--- config.mk ---
export PLATFORM = sky130hd
export DESIGN_NAME = sim_uart_hub
export DESIGN_NICKNAME = d
export VERILOG_FILES = /design/src/rtl/sim_uart_hub_pkg.sv /design/src/rtl/sim_char_fifo.sv /design/src/rtl/sim_uart_hub.sv
export SDC_FILE = /design/constraint.sdc
export NUM_CORES = 1
export LEC_CHECK = 0
export ABC_AREA = 1
export ABC_CLOCK_PERIOD_IN_PS = 12500
export CORE_MARGIN = 2
export CORE_UTILIZATION = 60
export DETAILED_ROUTE_END_ITERATION = 8
export HOLD_SLACK_MARGIN = 0.03
export PLACE_DENSITY = 0.78
export SETUP_SLACK_MARGIN = 0.3
export SYNTH_ARGS = -nofsm -noshare
export SYNTH_HDL_FRONTEND = slang
export SYNTH_SLANG_ARGS = --single-unit
--- constraint.sdc ---
create_clock -name clock -period 12.5 [get_ports clock]
set_clock_uncertainty 0.1 [all_clocks]
set_input_delay 2.5 -clock clock [delete_from_list [all_inputs] [get_ports clock]]
set_output_delay 2.5 -clock clock [all_outputs]
set_load 0.02 [all_outputs]
--- src/rtl/sim_uart_hub_pkg.sv ---
// Shared types and constants for the simulation UART hub.
// Start-up sequencer states plus the character width and FIFO fill pattern.
package sim_uart_hub_pkg;

  localparam int CHAR_W = 8;
  localparam logic [CHAR_W-1:0] FILL_CHAR = 8'hff;

  typedef enum logic [1:0] {
    WAIT,
    INIT,
    RUN
  } hub_state_e;

endpackage

--- src/rtl/sim_char_fifo.sv ---
// Synchronous DEPTH x CHAR_W character FIFO; pop data is shown combinationally from the head.
// A push while full is accepted only if a pop happens in the same cycle.
module sim_char_fifo
  import sim_uart_hub_pkg::*;
#(
  parameter int DEPTH = 16
) (
  input  logic              clk,
  input  logic              rst_n,
  input  logic              push,
  input  logic [CHAR_W-1:0] push_dat,
  input  logic              pop,
  output logic [CHAR_W-1:0] pop_dat,
  output logic              full,
  output logic              empty
);

  localparam int AW = $clog2(DEPTH);

  logic [CHAR_W-1:0] mem_q [DEPTH];
  logic [CHAR_W-1:0] mem_d [DEPTH];
  logic [AW-1:0]     wr_ptr_q, wr_ptr_d;
  logic [AW-1:0]     rd_ptr_q, rd_ptr_d;
  logic [AW:0]       cnt_q, cnt_d;
  logic              wr_en, rd_en;

  assign full    = (cnt_q == (AW+1)'(DEPTH));
  assign empty   = (cnt_q == '0);
  assign pop_dat = mem_q[rd_ptr_q];

  always_comb begin
    rd_en    = pop && !empty;
    wr_en    = push && (!full || rd_en);
    mem_d    = mem_q;
    wr_ptr_d = wr_ptr_q;
    rd_ptr_d = rd_ptr_q;
    cnt_d    = cnt_q;
    if (wr_en) begin
      mem_d[wr_ptr_q] = push_dat;
      wr_ptr_d        = wr_ptr_q + AW'(1);
    end
    if (rd_en) begin
      rd_ptr_d = rd_ptr_q + AW'(1);
    end
    case ({wr_en, rd_en})
      2'b10:   cnt_d = cnt_q + (AW+1)'(1);
      2'b01:   cnt_d = cnt_q - (AW+1)'(1);
      default: cnt_d = cnt_q;
    endcase
  end

  always_ff @(posedge clk or negedge rst_n) begin
    if (!rst_n) begin
      for (int i = 0; i < DEPTH; i++) begin
        mem_q[i] <= FILL_CHAR;
      end
      wr_ptr_q <= '0;
      rd_ptr_q <= '0;
      cnt_q    <= '0;
    end else begin
      mem_q    <= mem_d;
      wr_ptr_q <= wr_ptr_d;
      rd_ptr_q <= rd_ptr_d;
      cnt_q    <= cnt_d;
    end
  end

endmodule

--- src/rtl/sim_uart_hub.sv ---
// Captures N_UART console streams into FIFOs, round-robins them onto one registered host port,
// and sequences simulator start-up (delay, one init pulse, then per-cycle step requests).
module sim_uart_hub
  import sim_uart_hub_pkg::*;
#(
  parameter int N_UART     = 4,
  parameter int DEPTH      = 16,
  parameter int INIT_DELAY = 8,
  parameter int CNT_W      = 16,
  localparam int CH_W      = (N_UART > 1) ? $clog2(N_UART) : 1
) (
  input  logic                       clock,
  input  logic                       reset,
  input  logic [N_UART-1:0]          uart_valid,
  input  logic [CHAR_W*N_UART-1:0]   uart_ch,
  output logic                       host_valid,
  input  logic                       host_ready,
  output logic [CH_W-1:0]            host_chan,
  output logic [CHAR_W-1:0]          host_ch,
  output logic [CNT_W*N_UART-1:0]    drop_cnt,
  output logic                       init_req,
  output logic                       step_req,
  input  logic                       step_hold,
  output logic                       ready_o
);

  localparam int DLY_W = (INIT_DELAY > 0) ? $clog2(INIT_DELAY + 1) : 1;

  logic [N_UART-1:0] fifo_full, fifo_empty, fifo_pop;
  logic [CHAR_W-1:0] fifo_dat [N_UART];

  logic              host_valid_q, host_valid_d;
  logic [CH_W-1:0]   host_chan_q, host_chan_d;
  logic [CHAR_W-1:0] host_ch_q, host_ch_d;
  logic [CH_W-1:0]   ptr_q, ptr_d;
  logic [CNT_W-1:0]  drop_q [N_UART];
  logic [CNT_W-1:0]  drop_d [N_UART];
  logic              load_en, grant_vld;
  logic [CH_W-1:0]   grant, cand;

  hub_state_e        state_q, state_d;
  logic [DLY_W-1:0]  dly_q, dly_d;
  logic              init_req_q, init_req_d;
  logic              step_req_q, step_req_d;
  logic              ready_q, ready_d;

  for (genvar gi = 0; gi < N_UART; gi++) begin : g_chan
    sim_char_fifo #(.DEPTH(DEPTH)) u_fifo (
      .clk      (clock),
      .rst_n    (reset),
      .push     (uart_valid[gi]),
      .push_dat (uart_ch[gi*CHAR_W +: CHAR_W]),
      .pop      (fifo_pop[gi]),
      .pop_dat  (fifo_dat[gi]),
      .full     (fifo_full[gi]),
      .empty    (fifo_empty[gi])
    );
    assign drop_cnt[gi*CNT_W +: CNT_W] = drop_q[gi];
  end

  // Output slot reloads whenever it is empty or being consumed this cycle.
  always_comb begin
    load_en      = !host_valid_q || host_ready;
    grant_vld    = 1'b0;
    grant        = '0;
    cand         = '0;
    fifo_pop     = '0;
    host_valid_d = host_valid_q;
    host_chan_d  = host_chan_q;
    host_ch_d    = host_ch_q;
    ptr_d        = ptr_q;
    for (int j = 0; j < N_UART; j++) begin
      cand = CH_W'((int'(ptr_q) + j) % N_UART);
      if (!grant_vld && !fifo_empty[cand]) begin
        grant_vld = 1'b1;
        grant     = cand;
      end
    end
    if (load_en) begin
      host_valid_d = grant_vld;
      if (grant_vld) begin
        fifo_pop[grant] = 1'b1;
        host_chan_d     = grant;
        host_ch_d       = fifo_dat[grant];
        ptr_d           = (grant == CH_W'(N_UART - 1)) ? '0 : grant + CH_W'(1);
      end
    end
  end

  always_comb begin
    for (int i = 0; i < N_UART; i++) begin
      drop_d[i] = drop_q[i];
      if (uart_valid[i] && fifo_full[i] && !fifo_pop[i] && (drop_q[i] != '1)) begin
        drop_d[i] = drop_q[i] + CNT_W'(1);
      end
    end
  end

  always_comb begin
    state_d = state_q;
    dly_d   = dly_q;
    case (state_q)
      WAIT: begin
        if (dly_q == DLY_W'(INIT_DELAY)) begin
          state_d = INIT;
        end else begin
          dly_d = dly_q + DLY_W'(1);
        end
      end
      INIT:    state_d = RUN;
      RUN:     state_d = RUN;
      default: state_d = WAIT;
    endcase
    init_req_d = (state_d == INIT);
    step_req_d = (state_d == RUN) && !step_hold;
    ready_d    = ready_q || (state_q == INIT);
  end

  always_ff @(posedge clock or negedge reset) begin
    if (!reset) begin
      host_valid_q <= 1'b0;
      host_chan_q  <= '0;
      host_ch_q    <= '0;
      ptr_q        <= '0;
      for (int i = 0; i < N_UART; i++) begin
        drop_q[i] <= '0;
      end
      state_q      <= WAIT;
      dly_q        <= '0;
      init_req_q   <= 1'b0;
      step_req_q   <= 1'b0;
      ready_q      <= 1'b0;
    end else begin
      host_valid_q <= host_valid_d;
      host_chan_q  <= host_chan_d;
      host_ch_q    <= host_ch_d;
      ptr_q        <= ptr_d;
      drop_q       <= drop_d;
      state_q      <= state_d;
      dly_q        <= dly_d;
      init_req_q   <= init_req_d;
      step_req_q   <= step_req_d;
      ready_q      <= ready_d;
    end
  end

  assign host_valid = host_valid_q;
  assign host_chan  = host_chan_q;
  assign host_ch    = host_ch_q;
  assign init_req   = init_req_q;
  assign step_req   = step_req_q;
  assign ready_o    = ready_q;

endmodule
[Word-level counts from Yosys, hierarchy flattened]
Cells that the tools add are included.
Widths: inputs -> output; s select.
Operators by class
  add/subtract/negate cells: 25
  multiply operators: 0
  divide/modulo/power cells: 0
  $lt $le $gt $ge: 19
  equality and inequality tests: 22
  shift-type cells: 0
  mux-type cells: 54
  bitwise logic cells: 10
  reduce and logical (&&, ||, !) cells: 66
Operator list (count)
  $bwmux 128: 4
  $bmux 8 s4: 4
  $demux 8 s4: 4
  $mux 8: 14
  $add 16x1->16 const B: 4
  $ne 16x16->1 const B: 4
  $ge 5x5->1 const B: 8
  $not 4->5: 8
  $pmux 5 s2: 4
  $add 4x1->4 const B: 9
  $logic_and 1x1->1: 29
  $add 5x1->5 const B: 4
  $eq 5x5->1 const B: 4
  $logic_not 5->1: 4
  $lt 5x1->1 const B: 4
  $sub 5x1->5 const B: 4
  $logic_not 1->1: 19
  $bmux 8 s2: 1
  $lt 2x3->1 const B: 5
  $eq 2x2->1 const B: 7
  $eq 2x1->1 const B: 6
  $mux 2: 6
  $mux 1: 9
  $bmux 1 s2: 4
  other kinds (15): 27
Word-level totals
  register bits after elaboration: 650
  latch bits: 0
  RAM bits: 0
  ROM bits: 0
  input bits: 40
  output and inout bits: 78
  word-level logic and storage cells: 285
  memories kept: 0

[Longest topological paths before layout]
  word-level depth: 23
  depth in mapped cells: 26
  gate-level depth less buffers: 23

[Modules after synthesis]
A second synthesis with hierarchy kept.
Unflattened totals
  cell total of the unflattened synthesis: 5084
  area total of the unflattened synthesis: 38242.9 um^2
By module, submodules not included
  sim_char_fifo (g_chan[0].u_fifo ...): times used 3, cells each 1079, area each 8164.1 um^2, seq. area each 3688.5 um^2
  sim_char_fifo (g_chan[3].u_fifo): times used 1, cells each 1083, area each 8191.6 um^2, seq. area each 3688.5 um^2
  sim_uart_hub: times used 1, cells each 764, area each 5559.1 um^2, seq. area each 2152.1 um^2

[Worst setup path before layout]
Ideal clock, no wire load.
  path type: input-to-reg
  start point: input host_ready
  end point: register g_chan[1].u_fifo.cnt_q[4]
  setup time: 0.079 ns
  arrival time: 4.817 ns
  required time: 12.321 ns
  slack: 7.504 ns
  cell stages on the path: 18
  path buffers: 2
  path through: inv_1 nand2_1 nand2_2 buf_2 nor2_4 nand2_4 nand2_4 buf_6 nand2_2 ha_1 xor2_1 ha_1 a21oi_1 or2_2 o21ai_0 a21oi_1 o21ai_0 xor2_1
Between the ends
  longest elaborated chain between the ends: 7
  elaborated cells on any way between the ends: 9
  those cells by class: 2 x eq/ne; 2 x mux; 5 x reduce/logical
Ends and longest elaborated chain
  start: declaration: RTL line sim_uart_hub.sv:17  | input logic host_ready,
  $logic_or 1x1->1 *: RTL line sim_uart_hub.sv:63  | load_en = !host_valid_q || host_ready;
  $mux 4 *: RTL line sim_uart_hub.sv:79  | if (load_en) begin
  $logic_and 1x1->1 *: RTL line sim_char_fifo.sv:32  | rd_en = pop && !empty;
  $logic_or 1x1->1: RTL line sim_char_fifo.sv:33  | wr_en = push && (!full || rd_en);
  $logic_and 1x1->1: RTL line sim_char_fifo.sv:33
  $eq 2x1->1 / $eq 2x2->1 (equally long branches): RTL line sim_char_fifo.sv:45  | case ({wr_en, rd_en})
  $pmux 5 s2 / $reduce_bool 2->1 (equally long branches)
  end signal: assignment: RTL line sim_char_fifo.sv:64  | cnt_q <= cnt_d;
  end: declaration: RTL line sim_char_fifo.sv:24  | logic [AW:0] cnt_q, cnt_d;
Every way passes the cells marked *; elsewhere a longest branch is shown, timed or not.
A chain may end at the register's enable or synchronous reset.

[Final worst setup path]
  start point: input host_ready
  end point: register g_chan[2].u_fifo.cnt_q[4]
Between the ends
  longest elaborated chain between the ends: 7
  elaborated cells on any way between the ends: 9
  those cells by class: 2 x eq/ne; 2 x mux; 5 x reduce/logical
Ends and longest elaborated chain (RTL line)
  $logic_or 1x1->1 *: sim_uart_hub.sv:63
  $mux 4 *: sim_uart_hub.sv:79
  $logic_and 1x1->1 *: sim_char_fifo.sv:32
  $logic_or 1x1->1: sim_char_fifo.sv:33
  $logic_and 1x1->1: sim_char_fifo.sv:33
  $eq 2x1->1 / $eq 2x2->1 (equally long branches): sim_char_fifo.sv:45
  $pmux 5 s2 / $reduce_bool 2->1 (equally long branches)
  end signal: assignment: sim_char_fifo.sv:64
  end: declaration: sim_char_fifo.sv:24
Marked as above.

==> reports/qor.log <==
[timing] slack of the critical path 6.52 ns
[layout] commonest cells after routing, fill and taps aside 1214 x sky130_fd_sc_hd__nand2_1, 512 x sky130_fd_sc_hd__dfstp_2, 402 x sky130_fd_sc_hd__nand4_1
[clock_network] register clock-pin slew on the reported worst setup and hold paths 0.06 ns
[setup_path] worst-path fanout max 77
[floorplanning] width of the chip 244 um
[timing] Tmin final 5.98 ns
[synth] count of cell types in the netlist 48
[grt] number of global-route vias before repair 27693
[timing] worst-margin pin slew 1.10 ns
[layout] number of fill cells 4658
[synth] Synth Net Count 4194
[synth] synthesized area divided by synthesized cell count 8.43 um2
[power_and_ir_drop] leakage 0.0161 uW
[floorplanning] die footprint 0.0597 mm2
[setup_path] category of the critical setup timing path input port to register
[setup_path] Setup crit end kind register
[drt] Post-route DRC 0
[clock_network] setup fix buffers added after clock tree synthesis 0
[timing] Setup Total Neg Slack 0 ns
[synth] number of flops mapped to enable cells by yosys 0
[power_and_ir_drop] Sw Ratio 39.9%
[timing] achievable clock frequency 167 MHz
[clock_network] Clock Latency Late Sink 0.62 ns
[synth] cell area after synthesis 0.0347 mm2
[flow_run] count of maximum capacitance violations 0
[grt] number of antenna violations at the first check in global routing 0
[clock_network] hold buffers post-CTS 0
[clock_network] TritonCTS clock tree yes
[power_and_ir_drop] Max IR drop VDD 0.142 mV
[setup_path] reg-to-reg startpoint ptr_q[0]
[grt] total overflow reported by the global router 0
[placed_design] post-DP HPWL 55600 um
[clock_network] master cell of the clock root buffer sky130_fd_sc_hd__clkbuf_16
[drt] initial detailed-routing violation count 2824
[floorplanning] row count 88
[synth] Most used DFF post-synth sky130_fd_sc_hd__dfstp_2
[power_and_ir_drop] share of power burned in combinational logic 38.1%
[clock_network] CTS sink count 650
[power_and_ir_drop] total net switching power 4030 uW
[clock_network] number of H-tree levels 3
[setup_path] depth of the most critical reg-to-reg path 20
[synth] total of flip-flops plus latches after synthesis 650
[timing] final setup vio count 0
[status] run status finished, final reports clean
[setup_path] data arrival at the endpoint of the critical path 6.42 ns
[timing] relative slew slack 26.6%
[timing] share of the clock period used by the worst path after layout 47.8%
[power_and_ir_drop] total power 10100 uW
[worst_hold_path] HP Class register to register
[clock_network] post-cts resize count 0
[layout] Area Overhead vs Synth 9.46%
[setup_path] Register-to-Register Setup Slack 7.32 ns
[clock_network] total clock buffers created by CTS 71
[power_and_ir_drop] proportion of power drawn by flip-flops and latches 39.7%
[placed_design] placed cell count 4744
[grt] global-route usage over all layers 30.1%
[setup_path] Setup crit end g_chan[2].u_fifo.cnt_q[4]
[placed_design] number of I/O port buffers 117
[power_and_ir_drop] internal power of the cells 6060 uW
[floorplanning] chip height 244 um
[grt] maximum number of pins on one net before global-route repair 126
[power_and_ir_drop] Pwr per Cell Area 266 mW/mm2
[synth] post-synthesis sequential area ratio 48.8%
[floorplanning] Core Area 0.0574 mm2
[setup_path] Setup crit start host_ready
[drt] wire length per cell 18.5 um
[timing] max-slew violation count 0
[drt] total routed wirelength 90000 um
[setup_path] Worst Setup Start Kind input port
[drt] TritonRoute pass-1 iters 7
[drt] number of vias after detailed routing 29184
[synth] warning count from the yosys run 0
[grt] wire length of the first global-routing pass 147000 um
[layout] most common cell after layout, fill and taps aside sky130_fd_sc_hd__nand2_1
[clock_network] Longest Clk Path Bufs 3
[power_and_ir_drop] clock share of power 22.2%
[setup_path] r2r endpoint g_chan[3].u_fifo.cnt_q[4]
[drt] number of vias per cell 5.99
[floorplanning] initial core utilization 60.4%
[layout] final instance count without filler cells 4872
[synth] number of instances in the synthesized netlist 4111
[timing] final hold vios 0
[timing] unrepaired setup endpoints after global routing no
[synth] post-synthesis async set-or-reset flop share 100%
[layout] # nets final 4135
[drt] count of nets left with antenna violations after detail routing 0
[layout] ANT cells 0
[layout] layout cell share with drive strength beyond 1 18.4%
[floorplanning] count of pins on the block boundary 118
[placed_design] pre-CTS setup slack 5.94 ns
[setup_path] Crit path required time 12.94 ns
[placed_design] placer's final routability congestion estimate 0.934
## worst min-delay path by stage
stage	startpoint	endpoint	cells after the start
2_1_floorplan	g_chan[0].u_fifo.mem_q[104]	g_chan[0].u_fifo.mem_q[104]	2
3_3_place_gp	g_chan[0].u_fifo.mem_q[48]	g_chan[0].u_fifo.mem_q[48]	2
3_5_place_dp	g_chan[0].u_fifo.mem_q[118]	g_chan[0].u_fifo.mem_q[118]	2
4_1_cts	g_chan[1].u_fifo.mem_q[9]	g_chan[1].u_fifo.mem_q[9]	2
5_1_grt	g_chan[0].u_fifo.mem_q[118]	g_chan[0].u_fifo.mem_q[118]	2
6_report	g_chan[1].u_fifo.mem_q[9]	g_chan[1].u_fifo.mem_q[9]	2
## area by class of cell
type / count / area (um2) / area share, %
flip-flops and latches: 650 / 16900 / 44.6
multi-input cells: 2996 / 15500 / 40.9
clock buffers: 105 / 2140 / 5.64
repair buffers: 144 / 1370 / 3.61
well taps: 765 / 957 / 2.52
inverters: 189 / 718 / 1.89
clock inverters: 23 / 344 / 0.907
## critical path, cell delays in order
cell	delay, ns
sky130_fd_sc_hd__clkdlybuf4s50_1	0.45
sky130_fd_sc_hd__inv_1	0.04
sky130_fd_sc_hd__nand2_1	0.09
sky130_fd_sc_hd__nand2_2	0.23
sky130_fd_sc_hd__inv_4	0.27
sky130_fd_sc_hd__nand3_4	0.14
sky130_fd_sc_hd__nand2_4	0.73
sky130_fd_sc_hd__nand2_2	0.25
sky130_fd_sc_hd__ha_1	0.36
sky130_fd_sc_hd__xor2_1	0.25
sky130_fd_sc_hd__ha_1	0.19
sky130_fd_sc_hd__a21oi_1	0.05
sky130_fd_sc_hd__or2_2	0.31
sky130_fd_sc_hd__o21ai_0	0.20
sky130_fd_sc_hd__a21oi_1	0.08
sky130_fd_sc_hd__o21ai_0	0.09
sky130_fd_sc_hd__xor2_1	0.15
## sequential cells by signal, summed over array words and instances, names as in the netlist
register	count
dly_q	4
drop_cnt	64
g_chan.u_fifo.cnt_q	20
g_chan.u_fifo.mem_q	512
g_chan.u_fifo.rd_ptr_q	16
g_chan.u_fifo.wr_ptr_q	16
host_ch	8
host_chan	2
host_valid	1
init_req	1
ptr_q	2
ready_o	1
state_q	2
step_req	1
## logic make-up after synthesis
group                    share of synthesized area [%]
flip-flops                                        48.8
adder cells (fa/ha/maj)                           1.57
AND/OR/NAND/NOR                                   28.9
XOR/XNOR                                          2.53
buffers and inverters                             6.53
multiplexers                                      1.30
AO/OA/AOI/OAI                                     10.4
## power groups by stage
stage | logic, uW | registers, uW | clock network (uW)
3_3_place_gp | 3670 | 3990 | 0
6_report | 3840 | 4010 | 2240
3_5_place_dp | 3770 | 4000 | 0
5_1_grt | 4290 | 4110 | 2360
2_1_floorplan | 2880 | 3850 | 0
4_1_cts | 3790 | 3990 | 2260
## through the flow
stage               instance area (um2)  hold WS (ns)  util [%]
finish                            37900         0.359      66.1
global placement                  35500         0.347      61.8
detailed placement                35500         0.351      61.8
CTS                               37900         0.360      66.1
global route                      37900         0.366      66.1
floorplan                         34700         0.341         -
## synth_stat cells (2+ instances only)
master                     count  area share [%]
sky130_fd_sc_hd__o21ai_1     149             2.2
sky130_fd_sc_hd__inv_1       176             1.9
sky130_fd_sc_hd__nand3_1      99             1.4
sky130_fd_sc_hd__nor4_1       12            0.22
sky130_fd_sc_hd__a21boi_0      3           0.065
sky130_fd_sc_hd__o22ai_1      96             1.7
sky130_fd_sc_hd__dfrtp_1     138              10
sky130_fd_sc_hd__a21o_1        2           0.043
sky130_fd_sc_hd__buf_12        2            0.12
sky130_fd_sc_hd__buf_4         2           0.043
sky130_fd_sc_hd__o21ai_0     305             4.4
sky130_fd_sc_hd__clkbuf_1    155             1.7
sky130_fd_sc_hd__clkinv_1      5           0.054
sky130_fd_sc_hd__buf_1        36            0.39
sky130_fd_sc_hd__o21bai_1      5            0.11
sky130_fd_sc_hd__xnor2_1      28            0.71
sky130_fd_sc_hd__buf_6        57             1.9
sky130_fd_sc_hd__nor2_2        6            0.11
sky130_fd_sc_hd__nand4_1     402             7.3
sky130_fd_sc_hd__buf_2        23            0.33
sky130_fd_sc_hd__a221oi_1      8            0.20
sky130_fd_sc_hd__a21oi_1      38            0.55
sky130_fd_sc_hd__o211ai_1     17            0.37
sky130_fd_sc_hd__o221ai_1     28            0.71
sky130_fd_sc_hd__inv_2         5           0.054
sky130_fd_sc_hd__nand3_2      31            0.90
sky130_fd_sc_hd__nand2_1    1214              13
sky130_fd_sc_hd__nand2_4       3           0.097
sky130_fd_sc_hd__dfstp_2     512              39
sky130_fd_sc_hd__nand3_4      33             1.7
sky130_fd_sc_hd__mux2i_1      45             1.3
sky130_fd_sc_hd__or2_2         5           0.090
sky130_fd_sc_hd__nor3_1       24            0.35
sky130_fd_sc_hd__a31oi_1       3           0.054
sky130_fd_sc_hd__nor2_1      314             3.4
sky130_fd_sc_hd__nand2_2       9            0.16
sky130_fd_sc_hd__ha_1         42             1.5
sky130_fd_sc_hd__xor2_1       69             1.7
## per-layer routing
layer  global-route usage (%)  up-vias  wire, um
met3                     4.30      205      5910
met1                     42.6    14013     39400
li1                         -    13915         -
met2                     47.3     1051     41700
met4                     11.4        0      2990
met5                        0        -         0
Power figures use the tool's default switching activity.
